===== src/rtl/axi_pkg.sv =====
// Shared response codes and FSM state encodings for the AXI slave memory responder.
// Pure declarations; no timing or handshake behaviour lives here.
// Imported by the top level.
package axi_pkg;

    localparam logic [1:0] RESP_OKAY   = 2'b00;
    localparam logic [1:0] RESP_SLVERR = 2'b10;

    typedef enum logic [1:0] {
        W_IDLE = 2'd0,
        W_DATA = 2'd1,
        W_RESP = 2'd2
    } w_state_e;

    typedef enum logic {
        R_IDLE = 1'b0,
        R_DATA = 1'b1
    } r_state_e;

    function automatic logic [1:0] resp_for(input logic in_range);
        return in_range ? RESP_OKAY : RESP_SLVERR;
    endfunction

endpackage


===== src/rtl/axi_mem_bytewr.sv =====
// DEPTH x DATA_W storage with a byte-strobed synchronous write port and a combinational read port.
// Write lands on the clock edge; read data follows raddr in the same cycle.
// No backpressure: a write is taken whenever we is high.
module axi_mem_bytewr #(
    parameter int DEPTH  = 64,
    parameter int DATA_W = 32,
    parameter int AW     = $clog2(DEPTH)
) (
    input  logic                  clk,
    input  logic                  we,
    input  logic [AW-1:0]         waddr,
    input  logic [DATA_W-1:0]     wdata,
    input  logic [DATA_W/8-1:0]   wstrb,
    input  logic [AW-1:0]         raddr,
    output logic [DATA_W-1:0]     rdata
);

    logic [DATA_W-1:0] mem [DEPTH];

    // Contents are deliberately not reset; only strobed lanes are overwritten.
    always_ff @(posedge clk) begin
        if (we) begin
            for (int i = 0; i < DATA_W/8; i++) begin
                if (wstrb[i]) begin
                    mem[waddr][8*i +: 8] <= wdata[8*i +: 8];
                end
            end
        end
    end

    assign rdata = mem[raddr];

endmodule


===== src/rtl/axi_slave_mem_responder.sv =====
// AXI4-style slave memory: AW/W/B write path with byte strobes, AR/R read bursts of BLEN+1 beats.
// Write costs AW, W, B cycles; first read beat is valid one cycle after the AR handshake, then one beat per cycle.
// RVALID/BVALID hold with stable payload until the matching READY; AWREADY/ARREADY drop while a transaction is open.
module axi_slave_mem_responder
    import axi_pkg::*;
#(
    parameter int ADDR_W = 32,
    parameter int DATA_W = 32,
    parameter int DEPTH  = 64,
    parameter int BLEN_W = 4
) (
    input  logic                  ACLK,
    input  logic                  ARESET,
    input  logic [ADDR_W-1:0]     AWADDR,
    input  logic                  AWVALID,
    output logic                  AWREADY,
    input  logic [DATA_W-1:0]     WDATA,
    input  logic [DATA_W/8-1:0]   WSTRB,
    input  logic                  WVALID,
    output logic                  WREADY,
    output logic [1:0]            BRESP,
    output logic                  BVALID,
    input  logic                  BREADY,
    input  logic [ADDR_W-1:0]     ARADDR,
    input  logic [BLEN_W-1:0]     BLEN,
    input  logic                  ARVALID,
    output logic                  ARREADY,
    output logic [DATA_W-1:0]     RDATA,
    output logic [1:0]            RRESP,
    output logic                  RLAST,
    output logic                  RVALID,
    input  logic                  RREADY
);

    localparam int              MW    = $clog2(DEPTH);
    localparam logic [ADDR_W-1:0] LIMIT = ADDR_W'(DEPTH);

    w_state_e          w_state;
    logic [ADDR_W-1:0] waddr_q;
    logic              w_in_range;
    logic              mem_we;

    r_state_e          r_state;
    logic [ADDR_W-1:0] raddr_q;
    logic [BLEN_W-1:0] cnt_q;
    logic [ADDR_W-1:0] ld_addr;
    logic [BLEN_W-1:0] ld_cnt;
    logic              ld_in_range;
    logic              ld_beat;
    logic [DATA_W-1:0] mem_rdata;

    assign w_in_range = (waddr_q < LIMIT);
    assign mem_we     = !ARESET && (w_state == W_DATA) && WVALID && WREADY && w_in_range;

    // The beat being loaded is either the first (RVALID still low) or the one after the beat just accepted.
    always_comb begin
        ld_addr     = raddr_q;
        ld_cnt      = cnt_q;
        if (RVALID) begin
            ld_addr = raddr_q + ADDR_W'(1);
            ld_cnt  = cnt_q - BLEN_W'(1);
        end
        ld_in_range = (ld_addr < LIMIT);
        ld_beat     = (r_state == R_DATA) && (!RVALID || (RREADY && !RLAST));
    end

    axi_mem_bytewr #(
        .DEPTH  (DEPTH),
        .DATA_W (DATA_W),
        .AW     (MW)
    ) u_mem (
        .clk   (ACLK),
        .we    (mem_we),
        .waddr (waddr_q[MW-1:0]),
        .wdata (WDATA),
        .wstrb (WSTRB),
        .raddr (ld_addr[MW-1:0]),
        .rdata (mem_rdata)
    );

    always_ff @(posedge ACLK) begin
        if (ARESET) begin
            w_state <= W_IDLE;
            waddr_q <= '0;
            AWREADY <= 1'b1;
            WREADY  <= 1'b0;
            BVALID  <= 1'b0;
            BRESP   <= RESP_OKAY;
        end else begin
            case (w_state)
                W_IDLE: begin
                    if (AWVALID && AWREADY) begin
                        waddr_q <= AWADDR;
                        AWREADY <= 1'b0;
                        WREADY  <= 1'b1;
                        w_state <= W_DATA;
                    end
                end
                W_DATA: begin
                    if (WVALID && WREADY) begin
                        WREADY  <= 1'b0;
                        BVALID  <= 1'b1;
                        BRESP   <= resp_for(w_in_range);
                        w_state <= W_RESP;
                    end
                end
                W_RESP: begin
                    if (BREADY) begin
                        BVALID  <= 1'b0;
                        AWREADY <= 1'b1;
                        w_state <= W_IDLE;
                    end
                end
                default: begin
                    w_state <= W_IDLE;
                    AWREADY <= 1'b1;
                    WREADY  <= 1'b0;
                    BVALID  <= 1'b0;
                end
            endcase
        end
    end

    always_ff @(posedge ACLK) begin
        if (ARESET) begin
            r_state <= R_IDLE;
            raddr_q <= '0;
            cnt_q   <= '0;
            ARREADY <= 1'b1;
            RVALID  <= 1'b0;
            RLAST   <= 1'b0;
            RDATA   <= '0;
            RRESP   <= RESP_OKAY;
        end else begin
            case (r_state)
                R_IDLE: begin
                    if (ARVALID && ARREADY) begin
                        raddr_q <= ARADDR;
                        cnt_q   <= BLEN;
                        ARREADY <= 1'b0;
                        r_state <= R_DATA;
                    end
                end
                R_DATA: begin
                    if (ld_beat) begin
                        raddr_q <= ld_addr;
                        cnt_q   <= ld_cnt;
                        RVALID  <= 1'b1;
                        RLAST   <= (ld_cnt == '0);
                        RDATA   <= ld_in_range ? mem_rdata : '0;
                        RRESP   <= resp_for(ld_in_range);
                    end else if (RREADY) begin
                        // Only reachable with RVALID && RLAST: the final beat was taken.
                        RVALID  <= 1'b0;
                        RLAST   <= 1'b0;
                        ARREADY <= 1'b1;
                        r_state <= R_IDLE;
                    end
                end
                default: begin
                    r_state <= R_IDLE;
                    ARREADY <= 1'b1;
                    RVALID  <= 1'b0;
                    RLAST   <= 1'b0;
                end
            endcase
        end
    end

endmodule


===== config.mk =====
export PLATFORM = sky130hd
export DESIGN_NAME = axi_slave_mem_responder
export DESIGN_NICKNAME = d
export VERILOG_FILES = /design/src/rtl/axi_pkg.sv /design/src/rtl/axi_mem_bytewr.sv /design/src/rtl/axi_slave_mem_responder.sv
export SDC_FILE = /design/constraint.sdc
export NUM_CORES = 2
export LEC_CHECK = 0
export BUFFER_PORTS_ARGS = -buffer_cell sky130_fd_sc_hd__clkbuf_2
export CAP_MARGIN = 20
export CORE_MARGIN = 1
export CORE_UTILIZATION = 35
export DETAILED_ROUTE_END_ITERATION = 8
export GPL_TIMING_DRIVEN = 0
export PLACE_DENSITY = 0.47
export SYNTH_ARGS = -nofsm -noshare
export SYNTH_HDL_FRONTEND = slang
export SYNTH_SLANG_ARGS = --single-unit

===== constraint.sdc =====
create_clock -name ACLK -period 3.8 [get_ports ACLK]
set_clock_uncertainty 0.1 [all_clocks]
set_input_delay 0.19 -clock ACLK [delete_from_list [all_inputs] [get_ports ACLK]]
set_output_delay 0.19 -clock ACLK [all_outputs]
set_load 0.01 [all_outputs]

==> results.tsv <==
metric	value	unit
status	complete, but fails checks	
failed_checks	DRC, setup timing	
die-height	491	um
post_synth_top_flop	sky130_fd_sc_hd__edfxtp_1	
postLayoutCoreUtil	0.425	
grt_remaining_overflow	0	
io-pin-count	153	
row_count	179	
place_congestion	0.887	
drive_above_1_share	0.308	
numClockSinks	2159	
grt_setup_unrepaired	true	
postSynthCellCount	4305	
htree_num_levels	4	
synth_edf_count	2048	
synth_async_sr_flop_share	0	
worstMarginPinSlew	1160	ps
synth_cell_types	68	
numnets_final	5070	
drt-total-wl	274000	um
setup.worst_path.start_class	flop	
cts_buffers	227	
final_common_cell	sky130_fd_sc_hd__edfxtp_1	
cap_viol_max_count	0	
cp_data_arrival_time	4520	ps
maximum_number_of_pins_on_one_net_before_global_route_repair	65	
routedWlPerCell	32.9	um
insertion_delay	880	ps
critical_path.cell_chain	ha_1, mux2_4, clkbuf_8, clkdlybuf4s15_2, mux4_2, a22oi_1, nand4_1, a221oi_4, o21ai_1	
timing.setup.critical_path_class	flop to flop	
worstHoldEndpoint	u_mem.mem[38][5]$_DFFE_PP_	
critical_path.max_fanout	11	
remaining_antenna_violation_count_after_routing	0	
filler_cell_count	20969	
required	4450	ps
detailedPlace.worstSlack	-2310	ps
clk_path_buf_depth	3	
final_critical_path_setup_slack	-64.8	ps
grt_pass1_vias	46214	
quantity_of_i_o_buffers_inserted_on_ports	150	
crit-reg2reg-capture	RDATA[30]$_SDFFE_PP0P_	
grt_antenna_before_repair	11	
period_needed	3860	ps
hold_viol	0	
fin_crit_sh	1.02	
fmax	0.259	GHz
critPathSlowestCell	sky130_fd_sc_hd__clkdlybuf4s15_2	
hold_depth	1	
yosys_register_bits	2159	
fp.coreArea	238000	um^2
r2r-start	raddr_q[1]$_SDFFE_PP0P_	
maximum_resistive_drop_on_vdd	0.376	mV
setup-violations-final	32	
vias	45743	
timing.final.max_slew_violations	0	
worst_hold_startpoint	WDATA[5]	
timing.reg2reg.worst_path_depth	9	
timing.slew.headroom	0.224	
regToRegSetupSlack	-60	ps
fp.dieArea	241000	um^2
yosys_warnings	0	
grt_first_pass_wirelength	375000	um
routed_vias_inst	5.50	
delay_of_the_slowest_critical_path_stage	520	ps
fp.dieW	491	um
p_leak	0.0306	uW
detailedRoute.firstIterationViolations	4873	
layout.cells.most_common_list	sky130_fd_sc_hd__edfxtp_1 (2048), sky130_fd_sc_hd__mux4_2 (503), sky130_fd_sc_hd__nand2_1 (270)	
drcViolationCount	88	
postSynthAreaPerCell	19.4	um^2
tritoncts	yes	
cts.clk_slew.worst_paths	60	ps
min_path_type	input pin to flop	
floorplan.initialDensity	0.352	
detailed_place_hpwl	196000	um
area_growth_syn_to_layout	20.8	%
groute.usage.overall	0.225	
share_of_the_yosys_chip_area_belonging_to_registers	0.762	
endpoint_kind	flop	
firstDrtPassIters	9	
post_synth_instance_area	83700	um^2
cellPowerDensity	537	nW/um^2
clock_tree.root_cell	sky130_fd_sc_hd__clkbuf_16	
[registers in the layout, indices dropped and copies added, names as in the netlist]
signal,flops
u_mem.mem,2048
RDATA,32
raddr_q,32
waddr_q,32
cnt_q,4
w_state,2
ARREADY,1
AWREADY,1
BRESP,1
BVALID,1
RLAST,1
RRESP,1
RVALID,1
WREADY,1
r_state,1
[cell type report]
class | count | area, um^2 | share of cell area
Tap cell | 3167 | 3960 | 0.0392
Inverter | 12 | 45.0 | 0.000446
Antenna cell | 9 | 22.5 | 0.000223
Sequential cell | 2159 | 63700 | 0.631
Buffer | 262 | 1560 | 0.0155
Multi-Input combinational cell | 1867 | 20600 | 0.204
Timing Repair Buffer | 428 | 4030 | 0.0398
Clock inverter | 121 | 1040 | 0.0103
Clock buffer | 294 | 6030 | 0.0596
[cell usage after synthesis (all sizes together) (3+ instances only)]
cell    number  area (um^2)
nand3       26          130
and2         4         25.0
or3          8         50.1
nor2       341         1290
buf         89          432
and3b        4         35.0
o21ai       89          445
o31a         3         26.3
nor4        58          394
clkbuf     179          672
o21a         5         37.5
xor2        11         96.3
and3         4         25.0
a211oi      13          113
nor3b        6         45.0
a21oi       71          355
mux2i       24          240
a222oi      10          100
nand4       50          328
edfxtp    2048        61500
inv         11         41.3
a221o        7         70.1
dfxtp      111         2220
and4         3         26.3
or2          6         37.5
a31oi        6         37.5
o22ai       29          181
xnor2       12          105
or4          9         67.6
o31ai        4         30.0
a32oi        3         26.3
nor3        23          115
nand2b       5         31.3
o211ai      10         75.1
a221oi      29          254
a22oi      186         1400
nand2      275         1030
a21o         5         37.5
mux4       503        11300
[worst max-delay path, delay by kind of cell, from the launching register on]
kind / cells / cell delay [ps]
DFF: 1 / 360
muxes: 2 / 680
adders and majority gates: 1 / 300
AOI/OAI and AO/OA: 3 / 1010
buffers and inverters: 2 / 810
and+or+nand+nor: 1 / 440
[kinds of logic after synthesis]
group,synth area share
mux,0.138
fa+ha+maj,0.000299
xor+xnor,0.00241
other cells,0.0000448
flops,0.762
buf+inv,0.0137
simple gates,0.0440
compound gates,0.0396
[power by group]
group	total, uW	switching (uW)	internal [uW]
Sequential	26100	56.5	26100
Combinational	6680	4090	2590
Clock	21400	9440	12000
[through the flow]
step           power (uW)  hold slack [ps]  cells  setup TNS, ps  area (um^2)
3_5_place_dp        32800              322   7699       -1274910        89700
6_report            54200             16.0   8319           -534       101000
3_3_place_gp        32600              319   7623       -1598300        88400
5_1_grt             55700             23.8   8315         -37790       101000
4_1_cts             54500            0.727   8295         -53330       100000
2_1_floorplan       29800              189   4306              0        83700
[layer usage]
layer | vias to the layer above | part of all wire | global-route usage
met5 | - | 0 | 0
met4 | 0 | 0.031 | 0.0685
met3 | 346 | 0.060 | 0.0326
met2 | 1723 | 0.49 | 0.373
met1 | 24560 | 0.42 | 0.306
li1 | 19114 | - | -
[how the worst max path moves through the flow]
stage	from	to	slack, ps	depth (start not counted)
2_1_floorplan	RVALID$_SDFFE_PP0P_	RDATA[10]$_SDFFE_PP0P_	670	9
3_3_place_gp	raddr_q[0]$_SDFFE_PP0P_	RDATA[19]$_SDFFE_PP0P_	-2990	9
3_5_place_dp	raddr_q[1]$_SDFFE_PP0P_	RDATA[19]$_SDFFE_PP0P_	-2310	10
4_1_cts	waddr_q[12]$_SDFFE_PP0P_	u_mem.mem[45][25]$_DFFE_PP_	-270	8
5_1_grt	waddr_q[12]$_SDFFE_PP0P_	u_mem.mem[24][28]$_DFFE_PP_	-170	8
6_report	raddr_q[1]$_SDFFE_PP0P_	RDATA[30]$_SDFFE_PP0P_	-60	9
[timing repair]
item / 4_1_cts / 5_1_grt
hold buffers: 163 / 1
hold endpoints to repair: 853 / 59
pin swaps: 36 / 34
setup buffers: 20 / 12
gates cloned: 2 / 3
resized for setup: 565 / 151
setup endpoints to repair: 2077 / 633
Note: power is estimated with default switching activity, not from simulation.
